$ cat src/rtl/uart_rx_ctrl.sv
// rtl/uart_rx_ctrl.sv - UART receive controller: byte FIFO, flow control and parity-error backoff
module uart_rx_ctrl #(
    parameter int DEPTH   = 4,
    parameter int BACKOFF = 2500
) (
    input  logic                     clk,
    input  logic                     rst,
    input  logic                     enable,
    input  logic                     rx_ready,
    input  logic [7:0]               rx_byte,
    input  logic                     error_led1,
    input  logic                     error_led2,
    output logic                     rec_ready,
    output logic                     out_valid,
    output logic [7:0]               out_data,
    input  logic                     out_ack,
    output logic [$clog2(DEPTH):0]   fifo_count,
    output logic                     overflow,
    output logic [7:0]               perr_count
);

    localparam int AW = (DEPTH > 1) ? $clog2(DEPTH) : 1;
    localparam int CW = (BACKOFF > 1) ? $clog2(BACKOFF) : 1;
    localparam logic [AW:0]   FULL_CNT = (AW + 1)'(DEPTH);
    localparam logic [CW-1:0] BOFF_LD  = CW'(BACKOFF - 1);

    typedef enum logic [2:0] {
        ST_IDLE,
        ST_LISTEN,
        ST_HOLD,
        ST_FULL,
        ST_BACKOFF
    } state_t;

    state_t         r_state;
    state_t         w_next;
    logic           r_rec_ready;
    logic           r_rx_prev;
    logic [CW-1:0]  r_boff_cnt;
    logic [AW-1:0]  r_wr_ptr;
    logic [AW-1:0]  r_rd_ptr;
    logic [AW:0]    r_count;
    logic           r_overflow;
    logic [7:0]     r_perr;
    logic [7:0]     r_mem [DEPTH];

    logic w_rise;
    logic w_perr;
    logic w_full;
    logic w_pop;
    logic w_push_req;
    logic w_push;

    assign w_rise = rx_ready && !r_rx_prev;
    assign w_full = (r_count == FULL_CNT);
    assign w_pop  = out_ack && (r_count != '0);

    // A parity error outranks a frame edge arriving in the same cycle.
    assign w_perr = enable && (r_state != ST_IDLE) && (error_led1 || error_led2);

    // A frame edge while FULL is still an attempted push; it is dropped unless a pop frees the slot.
    assign w_push_req = enable && !w_perr && w_rise &&
                        ((r_state == ST_LISTEN) || (r_state == ST_HOLD) || (r_state == ST_FULL));
    assign w_push     = w_push_req && (!w_full || w_pop);

    always_comb begin
        w_next = r_state;
        if (!enable) begin
            w_next = ST_IDLE;
        end else if (w_perr) begin
            w_next = ST_BACKOFF;
        end else begin
            case (r_state)
                ST_IDLE:    w_next = w_full ? ST_FULL : ST_LISTEN;
                ST_LISTEN:  if (w_rise) w_next = ST_HOLD;
                ST_HOLD:    if (!rx_ready) w_next = w_full ? ST_FULL : ST_LISTEN;
                ST_FULL:    if (!w_full) w_next = ST_LISTEN;
                ST_BACKOFF: if (r_boff_cnt == '0) w_next = w_full ? ST_FULL : ST_LISTEN;
                default:    w_next = ST_IDLE;
            endcase
        end
    end

    always_ff @(posedge clk) begin
        if (rst) begin
            r_state     <= ST_IDLE;
            r_rec_ready <= 1'b0;
            r_rx_prev   <= 1'b0;
            r_boff_cnt  <= '0;
        end else begin
            r_state     <= w_next;
            r_rec_ready <= (w_next == ST_LISTEN);
            r_rx_prev   <= rx_ready;
            if (w_perr) begin
                r_boff_cnt <= BOFF_LD;
            end else if ((r_state == ST_BACKOFF) && (r_boff_cnt != '0)) begin
                r_boff_cnt <= r_boff_cnt - 1'b1;
            end
        end
    end

    always_ff @(posedge clk) begin
        if (rst) begin
            r_wr_ptr   <= '0;
            r_rd_ptr   <= '0;
            r_count    <= '0;
            r_overflow <= 1'b0;
            r_perr     <= '0;
        end else begin
            if (w_push) r_wr_ptr <= r_wr_ptr + 1'b1;
            if (w_pop)  r_rd_ptr <= r_rd_ptr + 1'b1;
            case ({w_push, w_pop})
                2'b10:   r_count <= r_count + 1'b1;
                2'b01:   r_count <= r_count - 1'b1;
                default: r_count <= r_count;
            endcase
            if (w_push_req && !w_push) r_overflow <= 1'b1;
            if (w_perr && (r_perr != 8'hFF)) r_perr <= r_perr + 8'd1;
        end
    end

    always_ff @(posedge clk) begin
        if (w_push) r_mem[r_wr_ptr] <= rx_byte;
    end

    assign rec_ready  = r_rec_ready;
    assign out_valid  = (r_count != '0);
    assign out_data   = (r_count != '0) ? r_mem[r_rd_ptr] : 8'h00;
    assign fifo_count = r_count;
    assign overflow   = r_overflow;
    assign perr_count = r_perr;

endmodule

$ cat config.mk
export PLATFORM = sky130hd
export DESIGN_NAME = uart_rx_ctrl
export DESIGN_NICKNAME = d
export VERILOG_FILES = /design/src/rtl/uart_rx_ctrl.sv
export SDC_FILE = /design/constraint.sdc
export NUM_CORES = 1
export LEC_CHECK = 0
export BUFFER_PORTS_ARGS = -buffer_cell sky130_fd_sc_hd__buf_2
export CAP_MARGIN = 20
export CORE_UTILIZATION = 50
export CTS_BUF_LIST = sky130_fd_sc_hd__clkbuf_8 sky130_fd_sc_hd__clkbuf_16
export DETAILED_ROUTE_END_ITERATION = 8
export GPL_ROUTABILITY_DRIVEN = 0
export HOLD_SLACK_MARGIN = 0.12
export PLACE_DENSITY = 0.7
export RECOVER_POWER = 100
export REMOVE_ABC_BUFFERS = 1
export SKIP_CTS_REPAIR_TIMING = 1
export SLEW_MARGIN = 20
export SYNTH_ARGS = -nofsm -noshare
export SYNTH_HDL_FRONTEND = slang
export SYNTH_SLANG_ARGS = --single-unit
$ cat constraint.sdc
create_clock -name clk -period 2.8 [get_ports clk]
set_input_delay 0.42 -clock clk [delete_from_list [all_inputs] [get_ports clk]]
set_output_delay 0.42 -clock clk [all_outputs]
set_load 0.1 [all_outputs]
# Yosys cells after proc, flatten, opt, wreduce, memory -nomap -nowiden
# Memory sizes are Yosys's and may differ from the RTL's. A register that Yosys moved wholly into a read port is not among the register bits.
# Index checks and enable logic that the tools add are counted.
[word_totals] in_bits=15 regBits=33 latchBits=0 memories=1 output_inout_bits=22 rom_bits=0 ram_bits=32 elab_cells=69
[memory_table] memory="r_mem" words=4 width=8 read_ports=1 rd_ports_with_merged_regs=1 wr=1 line_no="45" text="logic [7:0] r_mem [DEPTH];"
[op_classes] shifts=0 div=0 eq_ne=9 reduce_logical=27 n_lt_le_gt_ge=0 bitwise=0 mul=0 add_sub_neg=6 muxes=16
[ops] operator="$mux W12" count=2
[ops] operator="$mux W3" count=6
[ops] operator="$pmux W3 S5" count=1
[ops] operator="$logic_not A12 Y1" count=1
[ops] operator="$reduce_bool A12 Y1" count=1
[ops] operator="$sub A12 B1 Y12 const B" count=1
[ops] operator="$logic_and A1 B1 Y1" count=11
[ops] operator="$add A8 B1 Y8 const B" count=1
[ops] operator="$mux W8" count=1
[ops] operator="$ne A8 B8 Y1 const B" count=1
[ops] operator="$eq A3 B1 Y1 const B" count=2
[ops] operator="$eq A3 B2 Y1 const B" count=2
[ops] operator="$eq A3 B3 Y1 const B" count=2
[ops] operator="$mux W2" count=3
[ops] operator="$pmux W3 S2" count=1
[ops] operator="$reduce_bool A3 Y1" count=2
[ops] operator="$add A2 B1 Y2 const B" count=2
[ops] operator="$logic_not A1 Y1" count=4
[ops] operator="$logic_or A1 B1 Y1" count=4
[ops] operator="$reduce_bool A2 Y1" count=2
[ops] operator="$add A3 B1 Y3 const B" count=1
[ops] operator="$logic_not A3 Y1" count=1
[ops] operator="$sub A3 B1 Y3 const B" count=1
[ops] operator="$eq A2 B1 Y1 const B" count=1
[ops] operator="other kinds (3)" count=4

# Logic depth before layout (Yosys ltp)
# Gate-level depths: netlist (run 1).
[logic_depth] depth_word=10 ltp_mapped=9 mapped_depth_nobuf=9

# Worst setup path before layout (run 1)
# No wires, ideal clock.
[synth_path] kind="register to output" start="register r_count[0], in the netlist fifo_count[0]" end="output out_data[0]" stages_incl_launch_ff=4 t_required_ps=2380 path_buffers=1 path_slack_ps=-699 arrival_ps=3079 cell_sequence="dfxtp_1 -> or3_1 -> clkbuf_1 -> and2_1"
[synth_between] elab_chain_len=2
[synth_lines] item="start: declaration" line_no="42" text="logic [AW:0] r_count;"
[synth_lines] item="start signal: assignment" line_no="113" text="2'b10: r_count <= r_count + 1'b1;"
[synth_lines] item="start signal: assignment" line_no="114" text="2'b01: r_count <= r_count - 1'b1;"
[synth_lines] item="start signal: assignment" line_no="115" text="default: r_count <= r_count;"
[synth_lines] item="$reduce_bool A3 Y1"
[synth_lines] item="named net out_valid" line_no="14" text="output logic out_valid,"
[synth_lines] item="$mux W8" line_no="128" text="assign out_data = (r_count != '0) ? r_mem[r_rd_ptr] : 8'h00;"
[synth_lines] item="end: declaration" line_no="15" text="output logic [7:0] out_data,"
# The timed path passes the listed nets, and every way through them passes these cells.

==> results by group, run 1 <==
Timing
  • FMAX: between 300 and 400 MHz
  • Minimum clock period: around 2500 ps
  • Hold Violations, Final: 0
  • Clock skew: between 10 and 15 ps
  • Final period util: 0.904
  • Final Slew Violations: 0
  • Max-slew headroom: 0.185
  • Worst Tran Pin Value: about 1200 ps
  • RSZ-0062 raised after global routing: false
  • Final Setup Violations: 0

Yosys
  • Mux contribution to synthesized area: 0.0648
  • Synth area leaders: edfxtp_1 31%, dfxtp_1 23%, mux4_2 5.8%
  • Top-area cell type share of the netlist area: 0.311
  • Post-synthesis adder-cell area fraction: 0.0389
  • Count leader, synth: dfxtp_1
  • FF+latch count, synth: 67
  • YS warnings: 0
  • Synth Area in Simple Gates: 0.197
  • Synth Area in Compound Gates: 0.115
  • Cell variety after synth: 52
  • Post-synth top cells: 35 x dfxtp_1, 32 x edfxtp_1, 22 x nor2_1
  • Register area share after synthesis: 0.538
  • Post-synth EDFFs: 32
  • XOR/XNOR Fraction of Synth Area: 0.0227
  • Syn avg cell area: 11.8 um^2
  • FFs w/ async S/R, synth: 0
  • Primary FF master, synth: dfxtp_1
  • Largest family of logic cells by synthesized area: simple AND/OR/NAND/NOR gates
  • Dominant cell type by area after synthesis: edfxtp_1
  • Netlist Area Pre-Place: a little over 0.003 mm^2
  • Post-Synthesis Cells: 261

Hold path
  • Min-delay worst type: input port to flip-flop

Clock network
  • Bufs on Longest Clock Path: 2
  • Clock Latency Late Sink: roughly 350 ps
  • Clock root cell: clkbuf_8
  • Worst-path clk slew: 80 ps
  • CTS HTree Levels: 3
  • Inserted Clock Buffers: 9
  • CTS Sinks: between 60 and 70
  • TritonCTS clock tree: yes

Run
  • Max-Cap Viols: 0

Place
  • Area after DPL: between 0.003 and 0.004 mm^2
  • I/O Buffers: 36
  • DP HPWL: 4.04 mm

Global route
  • Total GRT Usage: 0.199
  • Largest net degree at the start of global routing: 28
  • Number of global-route vias before repair: roughly 2000
  • Grt ovf: 0
  • First-pass GRT wire length: around 9.5 mm
  • Initial antenna violation count: 0

Setup path
  • Critical Path Sink Type: output port
  • CP Class: flip-flop to output port
  • Worst-path fanout max: 8
  • CP Launch Type: flip-flop
  • WP data required: between 2000 and 2500 ps
  • Worst path arrival time: roughly 2100 ps

Power
  • Comb power frac: 0.103
  • LEAKAGE: around 1.2 nW
  • Clock power frac: 0.386
  • Reg power frac: 0.511
  • Switch share: 0.266
  • PD cells: between 600 and 700 mW/mm^2
  • Net switching power: ~0.55 mW
  • Internal: about 1.5 mW
  • VDD IR-drop max: between 400 and 500 uV

Routing
  • First-iteration detailed-routing DRC count: 42
  • Post-DRT Antenna Nets: 0
  • First-pass DRT Iterations: 4
  • DRC Markers: 0
  • Routed wire length: ~5.8 mm
  • Detail-routed via count per cell: between 5 and 6
  • Vias: approximately 2200
  • Avg WL per Cell: approximately 15 um

Die
  • IO Pins: 37
  • Die footprint: ~0.0065 mm^2
  • Starting density of the core: 0.519
  • Chip height: between 80 and 90 um
  • Core Area: around 0.006 mm^2
  • Row count: 28
  • Chip width: slightly above 80 um

Finish
  • Layout Nets: ~330
  • # diodes: 0
  • Area grow syn2layout: 11.8%
  • Share of cells above drive strength 1: 0.144
  • Fin util: 0.580
  • # fillers: 524
  • Cell area after layout: roughly 0.0035 mm^2

Status
  • Status: finished clean
[power groups by stage]
stage | combinational (mW) | clock (mW) | sequential, mW
2_1_floorplan | 0.152 | 0 | 1.10
3_3_place_gp | 0.227 | 0 | 1.08
3_5_place_dp | 0.229 | 0 | 1.08
4_1_cts | 0.231 | 0.824 | 1.06
5_1_grt | 0.236 | 0.852 | 1.07
6_report | 0.214 | 0.802 | 1.06
[final timing paths]
| path | startpoint | to | slack, ps | cells after the start |
|---|---|---|---|---|
| setup reg to reg | fifo_count[1] | fifo_count[2] | 480 | 8 |
| hold reg to reg | perr_count[5] | perr_count[5] | 490 | 2 |
| setup / recovery | flip-flop | out_data[7] | 270 | 3 |
| hold / removal | rx_ready | r_rx_prev | 340 | 2 |
[layout by cell type, fill, tap and decap left out, drive strengths merged, types with 4 or more instances in the layout]
cell type / count
xnor2: 4
and4: 4
or4: 7
nor2: 22
ha: 8
mux4: 8
nand3: 9
o21ai: 9
clkbuf: 41
a21oi: 19
nor3: 6
xor2: 4
and2: 14
a211oi: 4
o31ai: 6
dfxtp: 35
nand2: 6
buf: 6
or3: 4
edfxtp: 32
inv: 12
[per-stage QoR]
step                      setup WS, ps  TNS (ps)  std cells  hold slack (ps)  power [mW]
after floorplan                   -618     -4320        252              452        1.25
after global placement             442         0        365              475        1.31
after detailed placement           428         0        365              482        1.31
after CTS                          291         0        381              269        2.12
after global routing               154         0        381              323        2.15
final                              268         0        381              336        2.08
[flip-flops by register name (all words and copies together), names as in the netlist, named ones only]
| register | flops |
|---|---|
| overflow | 1 |
| rec_ready | 1 |
| r_boff_cnt | 12 |
| r_mem | 32 |
| r_state | 3 |
| r_rd_ptr | 2 |
| r_rx_prev | 1 |
| r_wr_ptr | 2 |
| fifo_count | 3 |
| perr_count | 8 |
[cell type report]
cell class	instances	area, um^2	share of cell area
Sequential cell	67	1660	0.481
Multi-Input combinational cell	175	1300	0.376
Timing Repair Buffer	38	163	0.0471
Clock buffer	9	124	0.0359
Tap cell	75	93.8	0.0272
Clock inverter	7	76.3	0.0221
Inverter	10	37.5	0.0109
[critical path, cell delays in order, from the launching register on]
cell      delay [ps]
dfxtp_1          660
mux4_2           580
and2_1           170
clkbuf_2         360
[metal layers]
| layer | up-vias | routed length (um) | track usage |
|---|---|---|---|
| met1 | 1037 | 2650 | 0.239 |
| met4 | 0 | 129 | 0.0786 |
| li1 | 1078 | - | - |
| met3 | 16 | 234 | 0.0716 |
| met5 | - | 0 | 0 |
| met2 | 50 | 2800 | 0.322 |
[logic make-up after synthesis]
logic type      after synthesis
compound gates               53
flops                        67
xor+xnor                      8
fa+ha+maj                     9
buf+inv                      19
simple gates                 95
mux                          10
Note: power is estimated with default switching activity, not from simulation.
==> run 2: changes to the inputs <==
--- a/config.mk
+++ b/config.mk
@@ -13,7 +13,6 @@
 export GPL_ROUTABILITY_DRIVEN = 0
 export HOLD_SLACK_MARGIN = 0.12
 export PLACE_DENSITY = 0.7
-export RECOVER_POWER = 100
 export REMOVE_ABC_BUFFERS = 1
 export SKIP_CTS_REPAIR_TIMING = 1
 export SLEW_MARGIN = 20
==> run 2 against run 1 <==
Effect of this change:
- largest cell class unchanged
- power rose by 0.84%
- design area rose by 2.6%
- clock skew about the same
- sequential share of layout area is 1.2 points lower
- clock power hardly changed
- combinational power rose by 8%
- largest power group unchanged
- critical path depth stayed put
- clock-buffer cell count unchanged
==> results by group, run 2 (synthesis results as in run 1) <==
Die
  • Row count: 28 (unchanged)
  • Die footprint: 0.00650 mm^2 (unchanged)
  • IO Pins: 37 (unchanged)
  • Chip width: 80.6 um (unchanged)
  • Starting density of the core: 0.519 (unchanged)
  • Chip height: 80.6 um (unchanged)
  • Core Area: 0.00596 mm^2 (unchanged)

Finish
  • Area grow syn2layout: 14.7% (was 11.8%)
  • Cell area after layout: 0.00354 mm^2 (was 0.00345 mm^2)
  • # diodes: 0 (unchanged)
  • Share of cells above drive strength 1: 0.245 (was 0.144)
  • Most frequent cells in the layout: 36 x buf_2, 35 x dfxtp_1, 32 x edfxtp_1 (was 35 x dfxtp_1, 32 x edfxtp_1, 24 x clkbuf_1)
  • Layout Nets: 325 (unchanged)
  • Most common cell after layout, fill and taps aside: buf_2 (was dfxtp_1)
  • Largest register FFs: 32 (unchanged)
  • Most flop-heavy register: r_mem (unchanged)

Timing
  • PnR worst setup slack: 353 ps (was 268 ps)
  • Final period util: 0.874 (was 0.904)
  • TNS Setup: 0 ps (unchanged)
  • Minimum clock period: 2450 ps (was 2530 ps)
  • Final Setup Violations: 0 (unchanged)
  • FMAX: 409 MHz (was 395 MHz)
  • Final Slew Violations: 0 (unchanged)
  • Max-slew headroom: 0.639 (was 0.185)
  • Hold Violations, Final: 0 (unchanged)
  • Worst Tran Pin Value: 541 ps (was 1220 ps)
  • RSZ-0062 raised after global routing: false (unchanged)
  • Clock skew: 10.5 ps (was 10.6 ps)

Routing
  • DRC Markers: 0 (unchanged)
  • Vias: 2183 (was 2181)
  • First-iteration detailed-routing DRC count: 60 (was 42)
  • Routed wire length: 5.83 mm (was 5.81 mm)
  • Avg WL per Cell: 15.3 um (was 15.2 um)
  • Post-DRT Antenna Nets: 0 (unchanged)
  • Detail-routed via count per cell: 5.73 (was 5.72)
  • First-pass DRT Iterations: 4 (unchanged)

Clock network
  • Inserted Clock Buffers: 9 (unchanged)
  • Clock Latency Late Sink: 350 ps (about the same)
  • CTS HTree Levels: 3 (unchanged)
  • Clock root cell: clkbuf_8 (unchanged)
  • Worst-path clk slew: 80 ps (about the same)
  • TritonCTS clock tree: yes (unchanged)
  • CTS Sinks: 67 (unchanged)
  • Bufs on Longest Clock Path: 2 (unchanged)

Power
  • Power, Total: 2.10 mW (was 2.08 mW)
  • Switch share: 0.268 (was 0.266)
  • Comb power frac: 0.110 (was 0.103)
  • Reg power frac: 0.507 (was 0.511)
  • Clock power frac: 0.383 (was 0.386)
  • VDD IR-drop max: 425 uV (was 419 uV)
  • LEAKAGE: 1.27 nW (was 1.16 nW)
  • Internal: 1.53 mW (about the same)
  • Net switching power: 0.563 mW (was 0.552 mW)
  • PD cells: 592 mW/mm^2 (was 602 mW/mm^2)

Setup path
  • WP data required: 2380 ps (about the same)
  • R2r setup slk: 530 ps (was 480 ps)
  • CP Launch Type: flip-flop (unchanged)
  • Worst-path fanout max: 8 (unchanged)
  • Critical Path Sink Type: output port (unchanged)
  • CP Class: flip-flop to output port (unchanged)
  • Worst path arrival time: 2030 ps (was 2110 ps)

Global route
  • Initial antenna violation count: 0 (unchanged)
  • Total GRT Usage: 0.199 (unchanged)
  • Largest net degree at the start of global routing: 28 (unchanged)
  • Number of global-route vias before repair: 2001 (unchanged)
  • Grt ovf: 0 (unchanged)
  • First-pass GRT wire length: 9.45 mm (unchanged)

Place
  • Setup Slack @ Placement: 428 ps (unchanged)
  • DP HPWL: 4.04 mm (unchanged)
  • Area after DPL: 0.00334 mm^2 (unchanged)
  • I/O Buffers: 36 (unchanged)

Status
  • Status: finished clean (unchanged)

Hold path
  • Min-delay worst type: input port to flip-flop (unchanged)

Run
  • Max-Cap Viols: 0 (unchanged)
[run 2: final timing paths]
check	from	end	cells past startpoint
hold reg to reg	perr_count[5]	perr_count[5]	2
setup / recovery	flip-flop	out_data[7]	3
setup reg to reg	fifo_count[1]	fifo_count[2]	8
hold / removal	rx_byte[6]	r_mem[1][6]	1
[run 2: layout make-up]
cell class | count | area (um^2)
clock inverter | 7 | 76.3
sequential | 67 | 1660
timing repair buffer | 38 | 195
inverter | 10 | 37.5
fill | 501 | 2410
clock buffer | 9 | 124
multi-input combinational | 175 | 1350
tap | 75 | 93.8
[run 2: metal layers]
layer / up-vias / track usage / wire length [um]
li1: 1074 / - / -
met1: 1041 / 0.239 / 2680
met2: 53 / 0.322 / 2780
met3: 15 / 0.0716 / 245
met4: 0 / 0.0786 / 128
met5: - / 0 / 0
[run 2: through the flow]
| stage | hold slack [ps] | util | cells |
|---|---|---|---|
| finish | 289 | 0.595 | 381 |
| detailed placement | 482 | 0.561 | 365 |
| CTS | 269 | 0.595 | 381 |
| global route | 274 | 0.595 | 381 |
| floorplan | 452 | - | 252 |
| global placement | 475 | 0.561 | 365 |
[run 2: worst max-delay path: stages, from the launching register on]
cell     delay [ps]
dfxtp_1         660
mux4_2          580
and2_1          160
buf_2           280
[run 2: power by group through the flow]
stage | clock network, mW | logic, mW | registers, mW
3_5_place_dp | 0 | 0.229 | 1.08
5_1_grt | 0.852 | 0.253 | 1.07
6_report | 0.802 | 0.231 | 1.06
3_3_place_gp | 0 | 0.227 | 1.08
4_1_cts | 0.824 | 0.231 | 1.06
2_1_floorplan | 0 | 0.152 | 1.10
